## config.mk

```make
export PLATFORM = sky130hd
export DESIGN_NAME = seq_req_master
export DESIGN_NICKNAME = d
export VERILOG_FILES = /design/src/rtl/seq_req_master.sv
export SDC_FILE = /design/constraint.sdc
export NUM_CORES = 1
export LEC_CHECK = 0
export ABC_AREA = 1
export CORE_UTILIZATION = 40
export CTS_BUF_LIST = sky130_fd_sc_hd__clkbuf_2 sky130_fd_sc_hd__clkbuf_4 sky130_fd_sc_hd__clkbuf_8
export DETAILED_ROUTE_END_ITERATION = 16
export DONT_BUFFER_PORTS = 1
export PLACE_DENSITY = 0.57
export SYNTH_ARGS = -nofsm -noshare
export SYNTH_HDL_FRONTEND = slang
export SYNTH_SLANG_ARGS = --single-unit
```

## constraint.sdc

```tcl
create_clock -name clk -period 3 [get_ports clk]
set_input_delay 0.45 -clock clk [delete_from_list [all_inputs] [get_ports clk]]
set_output_delay 0.45 -clock clk [all_outputs]
set_load 0.01 [all_outputs]
```

## src/rtl/seq_req_master.sv

```systemverilog
// seq_req_master: issues a length request to a counted-sequence source, then
// consumes and checks the returned stream 0..len, reporting sum, beat count
// and error flags as a result record.
//
// Ports:
//   clk, rst                  clock, asynchronous active-low reset
//   cmd_valid/cmd_ready/cmd_len    command input (requested final value)
//   req_rdy/req_ack/req_len        request handshake toward the source
//   rsp_rdy/rsp_ack/rsp_data       response beats from the source
//   hold                           backpressure injection, forces rsp_ack low
//   res_valid/res_ready            result handshake
//   res_sum/res_beats/res_err      result record (err[0] mismatch, err[1] timeout)
module seq_req_master #(
  parameter int unsigned W       = 11,
  parameter int unsigned SW      = 2 * W,
  parameter int unsigned TIMEOUT = 1023
) (
  input  logic            clk,
  input  logic            rst,
  input  logic            cmd_valid,
  output logic            cmd_ready,
  input  logic [W-1:0]    cmd_len,
  output logic            req_rdy,
  input  logic            req_ack,
  output logic [W-1:0]    req_len,
  input  logic            rsp_rdy,
  output logic            rsp_ack,
  input  logic [W-1:0]    rsp_data,
  input  logic            hold,
  output logic            res_valid,
  input  logic            res_ready,
  output logic [SW-1:0]   res_sum,
  output logic [W:0]      res_beats,
  output logic [1:0]      res_err
);

  localparam int unsigned BW = W + 1;
  localparam int unsigned TW = $clog2(TIMEOUT + 1);

  typedef enum logic [1:0] {
    S_IDLE = 2'd0,
    S_REQ  = 2'd1,
    S_RECV = 2'd2,
    S_DONE = 2'd3
  } state_e;

  state_e          state_q, state_d;
  logic [W-1:0]    len_q, len_d;
  logic [W-1:0]    expect_q, expect_d;
  logic [SW-1:0]   sum_q, sum_d;
  logic [BW-1:0]   beats_q, beats_d;
  logic [1:0]      err_q, err_d;
  logic [TW-1:0]   timer_q, timer_d;

  logic            beat;
  logic            last_beat;
  logic [BW-1:0]   beats_inc;
  logic [TW-1:0]   timer_inc;

  // A beat is consumed only in RECV while not held back.
  assign beat      = (state_q == S_RECV) && rsp_rdy && !hold;
  assign beats_inc = beats_q + BW'(1);
  assign timer_inc = timer_q + TW'(1);
  // Stop on the final value, or once len+1 beats have arrived even if the
  // data was wrong, so expect never runs past len.
  assign last_beat = (rsp_data == len_q) || (beats_inc == (BW'(len_q) + BW'(1)));

  // State and datapath registers.
  always_ff @(posedge clk or negedge rst) begin
    if (!rst) begin
      state_q  <= S_IDLE;
      len_q    <= '0;
      expect_q <= '0;
      sum_q    <= '0;
      beats_q  <= '0;
      err_q    <= '0;
      timer_q  <= '0;
    end else begin
      state_q  <= state_d;
      len_q    <= len_d;
      expect_q <= expect_d;
      sum_q    <= sum_d;
      beats_q  <= beats_d;
      err_q    <= err_d;
      timer_q  <= timer_d;
    end
  end

  // Next-state and datapath update.
  always_comb begin
    state_d  = state_q;
    len_d    = len_q;
    expect_d = expect_q;
    sum_d    = sum_q;
    beats_d  = beats_q;
    err_d    = err_q;
    timer_d  = timer_q;
    unique case (state_q)
      S_IDLE: begin
        if (cmd_valid) begin
          len_d   = cmd_len;
          state_d = S_REQ;
        end
      end
      S_REQ: begin
        if (req_ack) begin
          expect_d = '0;
          sum_d    = '0;
          beats_d  = '0;
          err_d    = '0;
          timer_d  = '0;
          state_d  = S_RECV;
        end
      end
      S_RECV: begin
        if (beat) begin
          if (rsp_data != expect_q) err_d[0] = 1'b1;
          sum_d    = sum_q + SW'(rsp_data);
          beats_d  = beats_inc;
          expect_d = expect_q + W'(1);
          timer_d  = '0;
          if (last_beat) state_d = S_DONE;
        end else begin
          timer_d = timer_inc;
          // Held cycles count as idle too; the timeout is wall-clock.
          if (timer_inc == TW'(TIMEOUT)) begin
            err_d[1] = 1'b1;
            state_d  = S_DONE;
          end
        end
      end
      S_DONE: begin
        if (res_ready) state_d = S_IDLE;
      end
      default: state_d = S_IDLE;
    endcase
  end

  // Handshake and payload outputs decoded from state.
  always_comb begin
    cmd_ready = 1'b0;
    req_rdy   = 1'b0;
    req_len   = '0;
    rsp_ack   = 1'b0;
    res_valid = 1'b0;
    res_sum   = '0;
    res_beats = '0;
    res_err   = '0;
    unique case (state_q)
      S_IDLE: cmd_ready = 1'b1;
      S_REQ: begin
        req_rdy = 1'b1;
        req_len = len_q;
      end
      S_RECV: rsp_ack = !hold;
      S_DONE: begin
        res_valid = 1'b1;
        res_sum   = sum_q;
        res_beats = beats_q;
        res_err   = err_q;
      end
      default: cmd_ready = 1'b0;
    endcase
  end

endmodule

```

==> out/results.txt, run 1 <==
Status: finished clean
Synth Area in Adders: 5.26%
Synth area leader: dfrtp_1
Vias in the first global route: 4409
Layout area overhead: 8.33%
Pwr dens: 734 nW/um^2
Post-route ant nets: 0
Clock Tree Root: clkbuf_8
Starting density of the core: 40.9%
Worst Hold Launch: cmd_len[1]
Predominant post-synthesis flop cell: dfrtp_1
Clk buf depth: 2
Pleak: 3.02 nW
Mapped Avg Cell Area: 6.77 um^2
Fin crit share: 83.4%
Tightest Hold Check Type: primary input to register
GR Util All Layers: 22.2%
Hold Violations, Final: 0
Multi-input gate area: 2800 um^2
Final Wtd Congestion: 0.907
Drt first pass iters: 5
Critical path fanouts, max: 20
Total I/O pin count: 80
Post-DR vias/cell: 5.15
Ys Warns: 0
CTS tree: built
Share of the yosys chip area belonging to registers: 34.1%
# rows: 41
Die Y: 115 um
Cell chain of the critical path: ha_1 -> buf_4 -> nand2_1 -> inv_1
Antenna diode instance count: 0
Reg2reg setup slack: 0.61 ns
Post-Synth Simple-Gate Area: 31.4%
Normalized max-slew margin: 46.7%
Clock transition at the registers of the reported paths: 0.08 ns
Mapped Cells: 759
Critical path class: register to output pin
Post-synthesis cell area: 5130 um^2
CTS resizes: 0
Wirelength per Cell: 14.8 um
Die area: 13300 um^2
WL final: 13900 um
CTS Buf Count: 9
Sink of the worst hold path: len_q[1]
Post-synth EDFFs: 0
Initial antenna violation count: 0
Ranking of synthesized cells by area: dfrtp_1 34%, nand2_1 16%, inv_1 9.6%
Skew final: 0.0128 ns
Worst-Margin Slew: 0.800 ns
Largest net degree at the start of global routing: 71
Worst VDD drop: 0.339 mV
Worst-Skew Late Latency: 0.38 ns
Worst r2r src: sum_q[0]
Crit path capture type: output pin
Fin util: 44.3%
Asr flop ratio synth: 100%
Max Cap Viol: 0
Yosys cell types: 49
H-tree Lvls: 3
# nets final: 812
Via count: 4839
Fmax: 400 MHz
Delay of the slowest critical-path stage: 0.64 ns
Share of cells above drive strength 1: 6.13%
Global-route wire length before repair: 22300 um
Clk sink count: 70
Grt total ovfl: 0
Flops & latches, synth: 70
Final setup TNS: 0 ns
Crit path required time: 2.55 ns
Slowest CP cell: ha_1
Yosys top cell area share: 34.1%
Hold WS: 0.224 ns
Reg2Reg Depth: 12
Worst EP arrival: 2.05 ns
Synth Area in Compound Gates: 13.3%
PortBufs: 0
Initial drt markers: 316
DRC Markers: 0
Worst hold stages: 1
Core ar.: 12600 um^2
Die W: 115 um
Setup violators final: 0
Final Critical Period: 2.50 ns
RSZ-0062 raised after global routing: false
Xor and xnor area share after synthesis: 4.43%
Largest family of logic cells by synthesized area: simple AND/OR/NAND/NOR gates
Max-slew violations: 0
Startpoint Class: register
Worst r2r dst: sum_q[18]
Area occupied by registers: 1750 um^2
Filler cell count: 1339
Synth Net Count: 809
Final HPWL DP: 10600 um
Multiplexer share of the synthesized area: 0.219%
[timing repair]
action | 4_1_cts | 5_1_grt
endpoints found under the hold margin | 70 | 0
setup buffers | 0 | 0
hold buffers | 2 | 0
[flip-flops by register name, indices dropped and copies added, names as in the netlist]
signal    cells
state_q       2
beats_q      12
sum_q        22
len_q        11
expect_q     11
err_q         2
timer_q      10
[how the worst max path moves through the flow]
stage / endpoint / startpoint
floorplan: sum_q[20] / rsp_data[0]
global placement: sum_q[18] / rsp_data[0]
detailed placement: sum_q[20] / rsp_data[0]
CTS: res_sum[4] / state_q[0]
global route: expect_q[9] / state_q[0]
finish: res_sum[4] / state_q[1]
[final cells by class]
class                   count  share of cell area (%)
clock buffers              13                    2.99
clock inverters             3                   0.765
inverters                 136                    9.27
multi-input cells         539                    50.4
flip-flops and latches     70                    31.5
well taps                 172                    3.87
repair buffers              6                    1.21
[through the flow]
stage	cells	power, mW	setup WS, ns	cell area [um^2]
after global placement	921	3.21	0.615	5320
after CTS	939	4.11	0.441	5560
final	939	4.08	0.497	5560
after detailed placement	921	3.24	0.565	5320
after global routing	939	4.43	0.325	5560
after floorplan	759	2.75	0.786	5130
[routing by layer]
layer / vias to the layer above / track usage (%) / share of wire, %
li1: 2427 / - / -
met1: 2217 / 30.1 / 47
met2: 168 / 33.5 / 44
met3: 27 / 4.74 / 6.7
met4: 0 / 10.8 / 2.7
met5: - / 0 / 0
[power by group]
| part | internal (mW) | switching (mW) |
|---|---|---|
| registers | 1.12 | 0.249 |
| clock network | 0.447 | 0.383 |
| logic | 0.581 | 1.30 |
[synthesized netlist by cell type (2+ instances only)]
cell type  count
o21ai_1        2
o21a_1         2
o22ai_1       15
a221oi_1       2
o21ai_0       35
nor2_2         6
nand3_1       43
buf_1          3
buf_2          3
o31ai_1        2
ha_1          20
nand4_1       10
clkbuf_1       7
nor2_1        68
xnor2_1        2
nand3_2        2
inv_2          3
a21o_1         4
or2_2          4
dfrtp_1       70
nor2_4         2
nand2_2        3
xor2_1        24
a22o_1         4
inv_1        132
nor3_1        17
nand2_1      214
a21oi_1       36
a31oi_1        4
[cell usage in the layout, fill, tap and decap left out, types with 2 or more instances in the layout]
master and count:
nor2_2 6, o21ai_0 35, inv_2 3, o21a_1 2, nand2_2 3, a31oi_1 4
clkbuf_4 2, nor2_1 68, a22o_1 4, nand4_1 10, xor2_1 24, o21ai_1 2
ha_1 20, nand2_1 214, o22ai_1 15, a21o_1 4, a21oi_1 36, a221oi_1 2
o31ai_1 2, or2_2 4, nand3_1 43, nor2_4 2, nand3_2 2, inv_1 132
clkbuf_8 11, xnor2_1 2, buf_4 4, dfrtp_1 70, nor3_1 17
[critical path: cells and delay by family (launching register included)]
family                   cells  cell delay (ns)
flip-flops                   1             0.40
adder cells (fa/ha/maj)      1             0.64
AND/OR/NAND/NOR              1             0.11
buffers and inverters        2             0.52
[cell families after synthesis]
family / Yosys count
AOI/OAI and AO/OA: 116
and+or+nand+nor: 375
xor gates and xnor gates: 26
muxes: 1
DFF: 70
buffers and inverters: 150
adders and majority gates: 21
Power figures use the tool's default switching activity.
==> run 2, diff against run 1 <==
PLACE_DENSITY = 0.59   (was 0.57)
clock period = 2 ns   (was 3 ns; I/O delays follow)
==> run 2 against run 1 <==
The run now ends with setup timing left. Critical path depth up 11. Non-clock buffer count up 79. Global-route usage up 0.17 points. Hold slack worse by 0.13 ns. Setup slack worse by 0.56 ns. Register-to-register slack worse by 0.68 ns. Clock-buffer cell count down 2. Combinational power up 120%. Clock skew about the same. Final area up 20%. Total power up 78%. Critical path type is now register to register.
==> out/results.txt, run 2 (synthesis results as in run 1) <==
Status: finished, violations left
Failing checks: setup timing
Via count: 5243 (+8.3%)
Global-route wire length before repair: 23000 um (+2.9%)
Hold Violations, Final: 0 (unchanged)
Fin util: 53.1% (+8.8 points)
Die Y: 115 um (unchanged)
Initial antenna violation count: 1 (+1)
Die area: 13300 um^2 (unchanged)
Wirelength per Cell: 14.6 um (-1.5%)
Filler cell count: 1207 (-9.9%)
Starting density of the core: 40.9% (unchanged)
Largest regs: sum_q (22), beats_q (12)
Most frequent cells in the layout: 194 x nand2_1, 123 x inv_1, 74 x buf_4
Worst-Margin Slew: 0.502 ns (-0.298 ns)
Sequential power share: 28.2% (-5.4 points)
Setup violators final: 7 (+7)
Skew final: 0.0128 ns (+0.00000610 ns)
Final worst slack: -0.0674 ns (-0.564 ns)
Cell chain of the critical path: inv_2 -> ha_4 -> inv_4 -> nor2_4 -> nand2_2 -> nand2_2 -> nand2_4 -> nor2_4 -> nand3_2 -> nor3_4 -> nand2_1 -> nor2_2 -> nand3_1 -> nand2_1 -> nor2_1
Worst EP arrival: 2.33 ns (+0.28 ns)
Critical path class: register to register
Worst r2r dst: expect_q[9]
Worst hold stages: 1 (unchanged)
Area occupied by registers: 1760 um^2 (+0.57%)
DRC Markers: 0 (unchanged)
Max-slew violations: 0 (unchanged)
Critical path fanouts, max: 6 (-70%)
Max FFs per register: 22 (unchanged)
Non-Filler Instances: 1018 (+8.4%)
Clock Tree Root: clkbuf_8
Grt total ovfl: 0 (unchanged)
Share of cells above drive strength 1: 25.1% (+19 points)
Reg2reg setup slack: -0.07 ns (-0.68 ns)
Pwr dens: 1090 nW/um^2 (+48%)
Pleak: 3.48 nW (+15%)
H-tree Lvls: 3 (unchanged)
Reg2Reg Depth: 15 (+3)
Sink of the worst hold path: len_q[1]
Tightest Hold Check Type: primary input to register
RSZ-0062 raised after global routing: true
CTS tree: built
Total I/O pin count: 80 (unchanged)
Worst-Skew Late Latency: 0.37 ns (about the same)
Max Cap Viol: 0 (unchanged)
Slowest CP cell: dfrtp_2
Drt first pass iters: 5 (unchanged)
Die W: 115 um (unchanged)
Largest net degree at the start of global routing: 71 (unchanged)
Post-DR vias/cell: 5.15 (about the same)
Final HPWL DP: 10500 um (-0.68%)
Gate power share: 55.8% (+9.8 points)
Initial drt markers: 274 (-13%)
Worst Hold Launch: cmd_len[1]
Antenna diode instance count: 0 (unchanged)
Sw Ratio: 46.3% (-0.99 points)
# rows: 41 (unchanged)
WL final: 14900 um (+6.8%)
Int Power: 3.90 mW (+81%)
Worst r2r src: state_q[0]
Startpoint Class: register
Crit path required time: 2.27 ns (-0.28 ns)
# nets final: 891 (+9.7%)
Fmax: 484 MHz
Clk sink count: 70 (unchanged)
Worst VDD drop: 0.640 mV (+89%)
GR Util All Layers: 22.4% (+0.17 points)
Largest Register: sum_q
CTS Buf Count: 9 (unchanged)
Cell total after placement: 968 (+5.1%)
Final Critical Period: 2.07 ns
Sw power: 3.36 mW (+74%)
Clk buf depth: 2 (unchanged)
Post-route ant nets: 0 (unchanged)
Core ar.: 12600 um^2 (unchanged)
Delay of the slowest critical-path stage: 0.46 ns (-0.18 ns)
Fin crit share: 103%
Multi-input gate area: 3240 um^2 (+16%)
Normalized max-slew margin: 66.5% (+20 points)
Commonest non-fill, non-tap cell in the layout: nand2_1
Layout area overhead: 30.0%
Vias in the first global route: 4736 (+7.4%)
Final Wtd Congestion: 0.885 (-2.4%)
PortBufs: 0 (unchanged)
Clock share of power: 16.0% (-4.3 points)
Clock transition at the registers of the reported paths: 0.09 ns (about the same)
Crit path capture type: register
==> run 2: routing by layer <==
metal	wire [um]	vias up	GRT usage (%)
met5	16	-	0
met2	7180	136	35.9
li1	-	2583	-
met1	6700	2490	29.6
met3	615	32	3.27
met4	370	2	10.7
==> run 2: final cells by class <==
cell class | count | share of cell area [%]
sequential | 70 | 26.4
multi-input combinational | 539 | 48.6
inverter | 136 | 8.02
tap | 172 | 3.22
clock inverter | 5 | 0.619
clock buffer | 11 | 2.27
timing repair buffer | 85 | 10.9
==> run 2: how the worst max path moves through the flow <==
stage / endpoint / depth (start not counted) / from / slack (ns)
6_report: expect_q[9] / 15 / state_q[0] / -0.07
5_1_grt: sum_q[10] / 11 / sum_q[0] / -0.24
4_1_cts: sum_q[20] / 12 / sum_q[0] / -0.07
3_5_place_dp: sum_q[20] / 12 / sum_q[0] / -0.19
3_3_place_gp: sum_q[20] / 12 / sum_q[0] / -0.11
2_1_floorplan: sum_q[20] / 12 / sum_q[0] / -0.06
==> run 2: repair_timing <==
item / 4_1_cts / 5_1_grt
gates cloned: 0 / 0
endpoints found under the hold margin: 70 / 0
resized for setup: 17 / 108
setup buffers: 5 / 29
setup endpoints to repair: 18 / 34
pin swaps: 13 / 44
hold buffers: 2 / 0
==> run 2: worst max-delay path: cells and delay by family, from the launching register on <==
family,cells,cell delay (ns)
AND/OR/NAND/NOR,12,1.22
flip-flops,1,0.46
adder cells (fa/ha/maj),1,0.16
buffers and inverters,2,0.14
==> run 2: power by group through the flow <==
stage	combinational, mW	clock, mW	sequential (mW)
6_report	4.05	1.16	2.05
5_1_grt	4.46	1.25	2.10
4_1_cts	3.37	1.19	1.98
3_5_place_dp	3.25	0	2.00
3_3_place_gp	3.19	0	2.00
2_1_floorplan	2.20	0	1.94
==> run 2: stage by stage <==
step,setup WS (ns),total power [mW],hold slack [ns],setup TNS [ns],instance area [um^2]
floorplan,-0.0571,4.14,0.00441,-0.0618,5150
global route,-0.238,7.81,0.0753,-2.29,6670
detailed placement,-0.191,5.25,0.00805,-0.735,5700
finish,-0.0674,7.26,0.0904,-0.302,6670
CTS,-0.0690,6.53,0.0704,-0.159,6040
global placement,-0.111,5.18,0.00711,-0.280,5700
